[config.mk]
export PLATFORM = sky130hd
export DESIGN_NAME = dmem_initiator
export DESIGN_NICKNAME = d
export VERILOG_FILES = /design/src/rtl/dmem_initiator.sv
export SDC_FILE = /design/constraint.sdc
export NUM_CORES = 1
export LEC_CHECK = 0
export ABC_CLOCK_PERIOD_IN_PS = 2300
export CORE_MARGIN = 5
export CORE_UTILIZATION = 25
export DETAILED_ROUTE_END_ITERATION = 8
export PLACE_DENSITY = 0.59
export SYNTH_ARGS = -nofsm -noshare
export SYNTH_HDL_FRONTEND = slang
export SYNTH_SLANG_ARGS = --single-unit
[constraint.sdc]
create_clock -name clk_i -period 2.3 [get_ports clk_i]
set_input_delay 0.345 -clock clk_i [delete_from_list [all_inputs] [get_ports clk_i]]
set_output_delay 0.345 -clock clk_i [all_outputs]
set_load 0.05 [all_outputs]
[src/rtl/dmem_initiator.sv]
// dmem_initiator: serialises CPU loads/stores into little-endian byte beats.
// Define DMEM_TIMEOUT_EN to abort a beat not acked within TIMEOUT_CYC cycles.
module dmem_initiator #(
    parameter int ADDR_W      = 32,
    parameter int TIMEOUT_CYC = 16
) (
    input  logic              clk_i,
    input  logic              rst_i,
    input  logic              cpu_read_i,
    input  logic              cpu_write_i,
    input  logic [ADDR_W-1:0] cpu_addr_i,
    input  logic [31:0]       cpu_wdata_i,
    input  logic [1:0]        cpu_size_i,
    input  logic              cpu_signed_i,
    output logic [31:0]       cpu_rdata_o,
    output logic              cpu_stall_o,
    output logic              cpu_done_o,
    output logic              err_o,
    output logic              mem_req_o,
    output logic              mem_we_o,
    output logic [ADDR_W-1:0] mem_addr_o,
    output logic [7:0]        mem_wdata_o,
    input  logic [7:0]        mem_rdata_i,
    input  logic              mem_ack_i
);

    typedef enum logic [1:0] {
        IDLE,
        BUSY,
        DONE
    } state_t;

    state_t            state_q;
    state_t            state_d;
    logic [1:0]        k_q;
    logic [1:0]        k_d;
    logic [1:0]        last_q;
    logic [1:0]        nlast;
    logic [ADDR_W-1:0] base_q;
    logic [31:0]       wdata_q;
    logic [31:0]       rbuf_q;
    logic [31:0]       rbuf_d;
    logic [31:0]       rdata_q;
    logic [31:0]       ext;
    logic [1:0]        size_q;
    logic              signed_q;
    logic              we_q;
    logic              err_q;
    logic              err_d;
    logic              req;
    logic              bad;
    logic              misal;
    logic              busy;
    logic              ack_ok;
    logic              fin;
    logic              timeout;

    assign req    = cpu_read_i ^ cpu_write_i;
    assign busy   = state_q == BUSY;
    assign ack_ok = busy & mem_ack_i;
    assign fin    = ack_ok & (k_q == last_q);

    always_comb begin
        nlast = 2'd3;
        misal = cpu_addr_i[1:0] != 2'b00;
        unique case (1'b1)
            cpu_size_i == 2'b00: begin
                nlast = 2'd0;
                misal = 1'b0;
            end
            cpu_size_i == 2'b01: begin
                nlast = 2'd1;
                misal = cpu_addr_i[0];
            end
            default: ;
        endcase
    end

    assign bad = (cpu_read_i & cpu_write_i) | (req & misal);

    // Insert the returning byte so the final beat can be extended directly.
    always_comb begin
        rbuf_d = rbuf_q;
        rbuf_d[{k_q, 3'b000} +: 8] = mem_rdata_i;
    end

    always_comb begin
        ext = rbuf_d;
        unique case (1'b1)
            size_q == 2'b00:
                ext = {{24{signed_q & rbuf_d[7]}}, rbuf_d[7:0]};
            size_q == 2'b01:
                ext = {{16{signed_q & rbuf_d[15]}}, rbuf_d[15:0]};
            default: ;
        endcase
    end

`ifdef DMEM_TIMEOUT_EN
    localparam int WAIT_W = $clog2(TIMEOUT_CYC + 1);

    logic [WAIT_W-1:0] wait_q;

    assign timeout = busy && !mem_ack_i &&
                     (wait_q == WAIT_W'(TIMEOUT_CYC - 1));

    always_ff @(posedge clk_i or negedge rst_i) begin
        if (!rst_i) begin
            wait_q <= '0;
        end else if (!busy || mem_ack_i) begin
            wait_q <= '0;
        end else begin
            wait_q <= wait_q + WAIT_W'(1);
        end
    end
`else
    logic unused_timeout;

    assign timeout        = 1'b0;
    assign unused_timeout = TIMEOUT_CYC != 0;
`endif

    always_comb begin
        state_d = state_q;
        k_d     = k_q;
        err_d   = err_q;
        unique case (state_q)
            IDLE: begin
                if (bad) begin
                    state_d = DONE;
                    err_d   = 1'b1;
                end else if (req) begin
                    state_d = BUSY;
                    k_d     = 2'd0;
                    err_d   = 1'b0;
                end
            end
            BUSY: begin
                if (ack_ok) begin
                    if (fin) begin
                        state_d = DONE;
                    end else begin
                        k_d = k_q + 2'd1;
                    end
                end else if (timeout) begin
                    state_d = DONE;
                    err_d   = 1'b1;
                end
            end
            DONE: begin
                state_d = IDLE;
                err_d   = 1'b0;
            end
            default: state_d = IDLE;
        endcase
    end

    always_ff @(posedge clk_i or negedge rst_i) begin
        if (!rst_i) begin
            state_q  <= IDLE;
            k_q      <= '0;
            last_q   <= '0;
            base_q   <= '0;
            wdata_q  <= '0;
            size_q   <= '0;
            signed_q <= 1'b0;
            we_q     <= 1'b0;
            err_q    <= 1'b0;
            rbuf_q   <= '0;
            rdata_q  <= '0;
        end else begin
            state_q <= state_d;
            k_q     <= k_d;
            err_q   <= err_d;
            if (state_q == IDLE && req && !bad) begin
                base_q   <= cpu_addr_i;
                wdata_q  <= cpu_wdata_i;
                size_q   <= cpu_size_i;
                signed_q <= cpu_signed_i;
                we_q     <= cpu_write_i;
                last_q   <= nlast;
                rbuf_q   <= '0;
            end
            if (ack_ok && !we_q) begin
                rbuf_q <= rbuf_d;
            end
            if (fin && !we_q) begin
                rdata_q <= ext;
            end
        end
    end

    assign mem_req_o   = busy;
    assign mem_we_o    = busy & we_q;
    assign mem_addr_o  = busy ? base_q + ADDR_W'(k_q) : '0;
    assign mem_wdata_o = busy ? wdata_q[{k_q, 3'b000} +: 8] : '0;

    assign cpu_stall_o = busy |
                         ((state_q == IDLE) & (cpu_read_i | cpu_write_i));
    assign cpu_done_o  = state_q == DONE;
    assign err_o       = (state_q == DONE) & err_q;
    assign cpu_rdata_o = rdata_q;

endmodule

==> flow_metrics.env <==
export IMPL_clock_sink_count=139
export IMPL_drt_antenna_violating_nets=0
export IMPL_antenna_diode_count=0
export IMPL_maxSlewViolCount=0
export IMPL_grt_first_pass_wirelength_um=36600
export IMPL_ys_flop_type="sky130_fd_sc_hd__dfrtp_1"
export IMPL_route_final_wire_length_um=23000
export IMPL_final_period_minus_worst_setup_slack_ns=2.84
export IMPL_cts_htree_levels=4
export IMPL_grt_util_all_layers_pct=14.5
export IMPL_max_freq_mhz=352
export IMPL_tritoncts="built"
export IMPL_syn_area_per_cell_um2=9.17
export IMPL_share_of_the_clock_period_used_by_the_worst_path_pct=123
export IMPL_die_height_um=179
export IMPL_critPathRequiredTime_ns=1.96
export IMPL_worst_endpoint_arrival_ns=2.49
export IMPL_finalWeightedCongestion=0.888
export IMPL_cap_viol_max_count=0
export IMPL_finalHoldViolations=0
export IMPL_rows=61
export IMPL_holdWs_ns=0.450
export IMPL_route_vias_total=6501
export IMPL_timing_critical_path_slowest_cell_delay_ns=0.46
export IMPL_p_leak_nw=4.79
export IMPL_place_hpwl_um=16500
export IMPL_ys_ff_latch=139
export IMPL_synth_cells=776
export IMPL_drive_gt1_share_pct=25.9
export IMPL_yosys_warnings=0
export IMPL_failed_checks="negative setup slack"
export IMPL_total_nets_final=1091
export IMPL_layout_setup_ws_ns=-0.540
export IMPL_power_density_nw_per_um2=1430
export IMPL_timing_critical_path_slowest_stage_cell="sky130_fd_sc_hd__or4_4"
export IMPL_final_setup_viol_count=30
export IMPL_area_growth_syn_to_layout_pct=57.4
export IMPL_synth_net_count=867
export IMPL_clockRootBuffer="sky130_fd_sc_hd__clkbuf_16"
export IMPL_dpl_cell_area_um2=10000
export IMPL_drc=0
export IMPL_worstSetupEndpointType="output pin"
export IMPL_clkSlewWorstSetupHoldPaths_ns=0.07
export IMPL_layout_core_utilization_pct=40.1
export IMPL_cts_buffers_inserted=17
export IMPL_avgViaCountPerCell=4.67
export IMPL_initial_antenna_violation_count=0
export IMPL_drt_wirelength_per_cell_um=16.6
export IMPL_ir_drop_v=0.000531
export IMPL_crit_path_start_kind="register"
export IMPL_drt_first_iter_violations=331
export IMPL_clock_path_buffers=2
export IMPL_crit_buf_inv=1
export IMPL_critical_path_peak_fanout=8
export IMPL_setup_repair_after_global_routing_missed_its_margin="true"
export IMPL_worst_hold_path_type="in2reg"
export IMPL_ys_types=53
export IMPL_timing_clock_skew_ns=0.0101
export IMPL_fillCellCount=2788
export IMPL_timing_slew_headroom_pct=59.4
export IMPL_synth_seq_area_share_pct=48.9
export IMPL_floorplan_die_width_um=179
export IMPL_tightestPinTransition_ns=0.609
export IMPL_critical_path_cell_chain="ha_4 -> fa_2 -> nand3_4 -> or3_4 -> or4_4 -> a21oi_4 -> buf_12"
export IMPL_clock_latency_ns=0.42
export IMPL_crit_start="base_q[0]"
export IMPL_start_util_pct=25.5
export IMPL_critPathKind="reg2out"
export IMPL_rr_startpoint="k_q[1]"
export IMPL_setup_total_negative_slack_ns=-10.50
export IMPL_status="complete, but fails checks"
export IMPL_port_buffer_cells=156
export IMPL_drtPass1Iterations=5
export IMPL_fp_coreArea_um2=27900
export IMPL_syn_area_um2=7120
export IMPL_grt_max_degree=56
export IMPL_dieArea_um2=31900
export IMPL_global_route_overflow_total=0
export IMPL_async_reset_ff_share_pct=100
export IMPL_grt_pass1_vias=6711
export IMPL_hold_path_startpoint="cpu_addr_i[15]"
export IMPL_io_pins=157
export IMPL_synth_edff_count=0
export IMPL_critical_path_top_delay_family="simple AND/OR/NAND/NOR gates"
export IMPL_finalInstanceArea_um2=11200
## metal layers
metal | GRT usage, % | up-vias | part of all wire, %
met5 | 0 | - | 0
met4 | 4.41 | 0 | 2.0
met3 | 2.99 | 27 | 4.8
met2 | 23.4 | 164 | 47
met1 | 19.7 | 3146 | 46
li1 | - | 3164 | -
## logic make-up (layout without fill, tap and decap cells)
kind of cell / Yosys count / count (layout) / share of synthesized area, %
compound gates: 157 / 157 / 15.6
xor+xnor: 13 / 13 / 1.60
fa+ha+maj: 11 / 11 / 2.04
buf+inv: 66 / 303 / 3.87
flops: 139 / 139 / 48.9
mux: 9 / 9 / 2.67
simple gates: 381 / 381 / 25.3
## state kept, by name (all words and copies together) (netlist names)
name / cells
wdata_q: 32
state_q: 2
last_q: 2
base_q: 32
err_q: 1
signed_q: 1
cpu_rdata_o: 32
size_q: 2
we_q: 1
rbuf_q: 32
k_q: 2
## synthesized netlist by cell type (3+ instances only)
master	n	area, um^2
sky130_fd_sc_hd__nand2_1	213	800
sky130_fd_sc_hd__dfrtp_1	139	3480
sky130_fd_sc_hd__a21oi_1	37	185
sky130_fd_sc_hd__nor2_1	33	124
sky130_fd_sc_hd__clkbuf_1	30	113
sky130_fd_sc_hd__nand3_1	30	150
sky130_fd_sc_hd__o21ai_0	24	120
sky130_fd_sc_hd__o22a_1	24	210
sky130_fd_sc_hd__a22o_1	23	201
sky130_fd_sc_hd__nor2b_1	19	119
sky130_fd_sc_hd__a32oi_1	16	140
sky130_fd_sc_hd__and2_1	15	93.8
sky130_fd_sc_hd__buf_2	15	75.1
sky130_fd_sc_hd__inv_1	15	56.3
sky130_fd_sc_hd__nand4_1	12	75.1
sky130_fd_sc_hd__nand2b_1	11	68.8
sky130_fd_sc_hd__ha_1	10	125
sky130_fd_sc_hd__o31ai_1	9	67.6
sky130_fd_sc_hd__xnor2_1	9	78.8
sky130_fd_sc_hd__a21boi_0	8	60.1
sky130_fd_sc_hd__mux4_2	8	180
sky130_fd_sc_hd__nor4_1	8	50.1
sky130_fd_sc_hd__or4_1	8	60.1
sky130_fd_sc_hd__and3_1	7	43.8
sky130_fd_sc_hd__nor3_1	5	25.0
sky130_fd_sc_hd__o21a_1	5	37.5
sky130_fd_sc_hd__or3_1	5	31.3
sky130_fd_sc_hd__and4_1	4	35.0
sky130_fd_sc_hd__xor2_1	4	35.0
sky130_fd_sc_hd__buf_1	3	11.3
sky130_fd_sc_hd__o31a_1	3	26.3
## cells in the final DEF (no fill, tap or decap), types with 4 or more instances in the layout
master / n
sky130_fd_sc_hd__clkdlybuf4s50_1: 110
sky130_fd_sc_hd__o21ai_0: 21
sky130_fd_sc_hd__nor2b_1: 19
sky130_fd_sc_hd__o31ai_4: 5
sky130_fd_sc_hd__inv_1: 15
sky130_fd_sc_hd__dfrtp_1: 136
sky130_fd_sc_hd__buf_4: 95
sky130_fd_sc_hd__and3_1: 5
sky130_fd_sc_hd__ha_1: 7
sky130_fd_sc_hd__o22a_1: 24
sky130_fd_sc_hd__a21oi_4: 10
sky130_fd_sc_hd__nor2_1: 29
sky130_fd_sc_hd__a32oi_1: 15
sky130_fd_sc_hd__nor2_2: 4
sky130_fd_sc_hd__a22o_1: 23
sky130_fd_sc_hd__a21oi_2: 5
sky130_fd_sc_hd__xnor2_1: 9
sky130_fd_sc_hd__mux4_2: 8
sky130_fd_sc_hd__nand2b_1: 10
sky130_fd_sc_hd__clkbuf_16: 17
sky130_fd_sc_hd__nand4_1: 12
sky130_fd_sc_hd__or3_4: 4
sky130_fd_sc_hd__nand3_1: 29
sky130_fd_sc_hd__inv_6: 6
sky130_fd_sc_hd__xor2_1: 4
sky130_fd_sc_hd__nor4_2: 4
sky130_fd_sc_hd__a21boi_1: 5
sky130_fd_sc_hd__nand2_1: 212
sky130_fd_sc_hd__bufinv_16: 6
sky130_fd_sc_hd__or4_4: 6
sky130_fd_sc_hd__a21oi_1: 22
sky130_fd_sc_hd__nor3_2: 4
sky130_fd_sc_hd__buf_6: 14
sky130_fd_sc_hd__and2_1: 15
sky130_fd_sc_hd__buf_12: 34
## worst min-delay path, stage by stage
cell                              delay [ns]
sky130_fd_sc_hd__clkdlybuf4s50_1        0.39
sky130_fd_sc_hd__nand2_1                0.06
sky130_fd_sc_hd__nand2_1                0.04
## path summary, 6_finish.rpt
path                       cells past startpoint               to  slack [ns]
min reg2reg                                    2       wdata_q[6]        0.47
min in group asynchronous                      2      wdata_q[13]        0.46
min                                            3       base_q[15]        0.45
max reg2reg                                    9  cpu_rdata_o[28]        0.08
max                                            7   mem_addr_o[24]       -0.54
max in group asynchronous                      3      wdata_q[26]        1.15
## power by group
group	switching [mW]	total [mW]	internal (mW)
logic	5.04	8.63	3.58
clock network	1.16	3.22	2.06
registers	0.721	4.14	3.42
total	6.92	16.0	9.07
## through the flow
| stage | power, mW | cells | setup WS, ns |
|---|---|---|---|
| 2_1_floorplan | 9.04 | 776 | -0.164 |
| 3_3_place_gp | 12.4 | 1338 | -0.185 |
| 3_5_place_dp | 12.5 | 1338 | -0.209 |
| 4_1_cts | 16.0 | 1385 | -0.580 |
| 5_1_grt | 16.9 | 1391 | -0.630 |
| 6_report | 16.0 | 1391 | -0.540 |
## final cells by class
class | instances | area [um^2] | area share (%)
timing repair buffer | 255 | 2680 | 23.9
clock buffer | 17 | 425 | 3.80
clock inverter | 15 | 258 | 2.30
tap | 378 | 473 | 4.22
inverter | 16 | 61.3 | 0.547
sequential | 139 | 3480 | 31.1
multi-input combinational | 571 | 3820 | 34.1
## timing repair
action / in CTS / in global routing
setup buffers: 14 / 6
resized for setup: 44 / 26
endpoints found under the hold margin: 51 / 0
hold buffers: 1 / 0
pin swaps: 33 / 18
endpoints found under the setup margin: 39 / 78
Power figures use the tool's default switching activity.
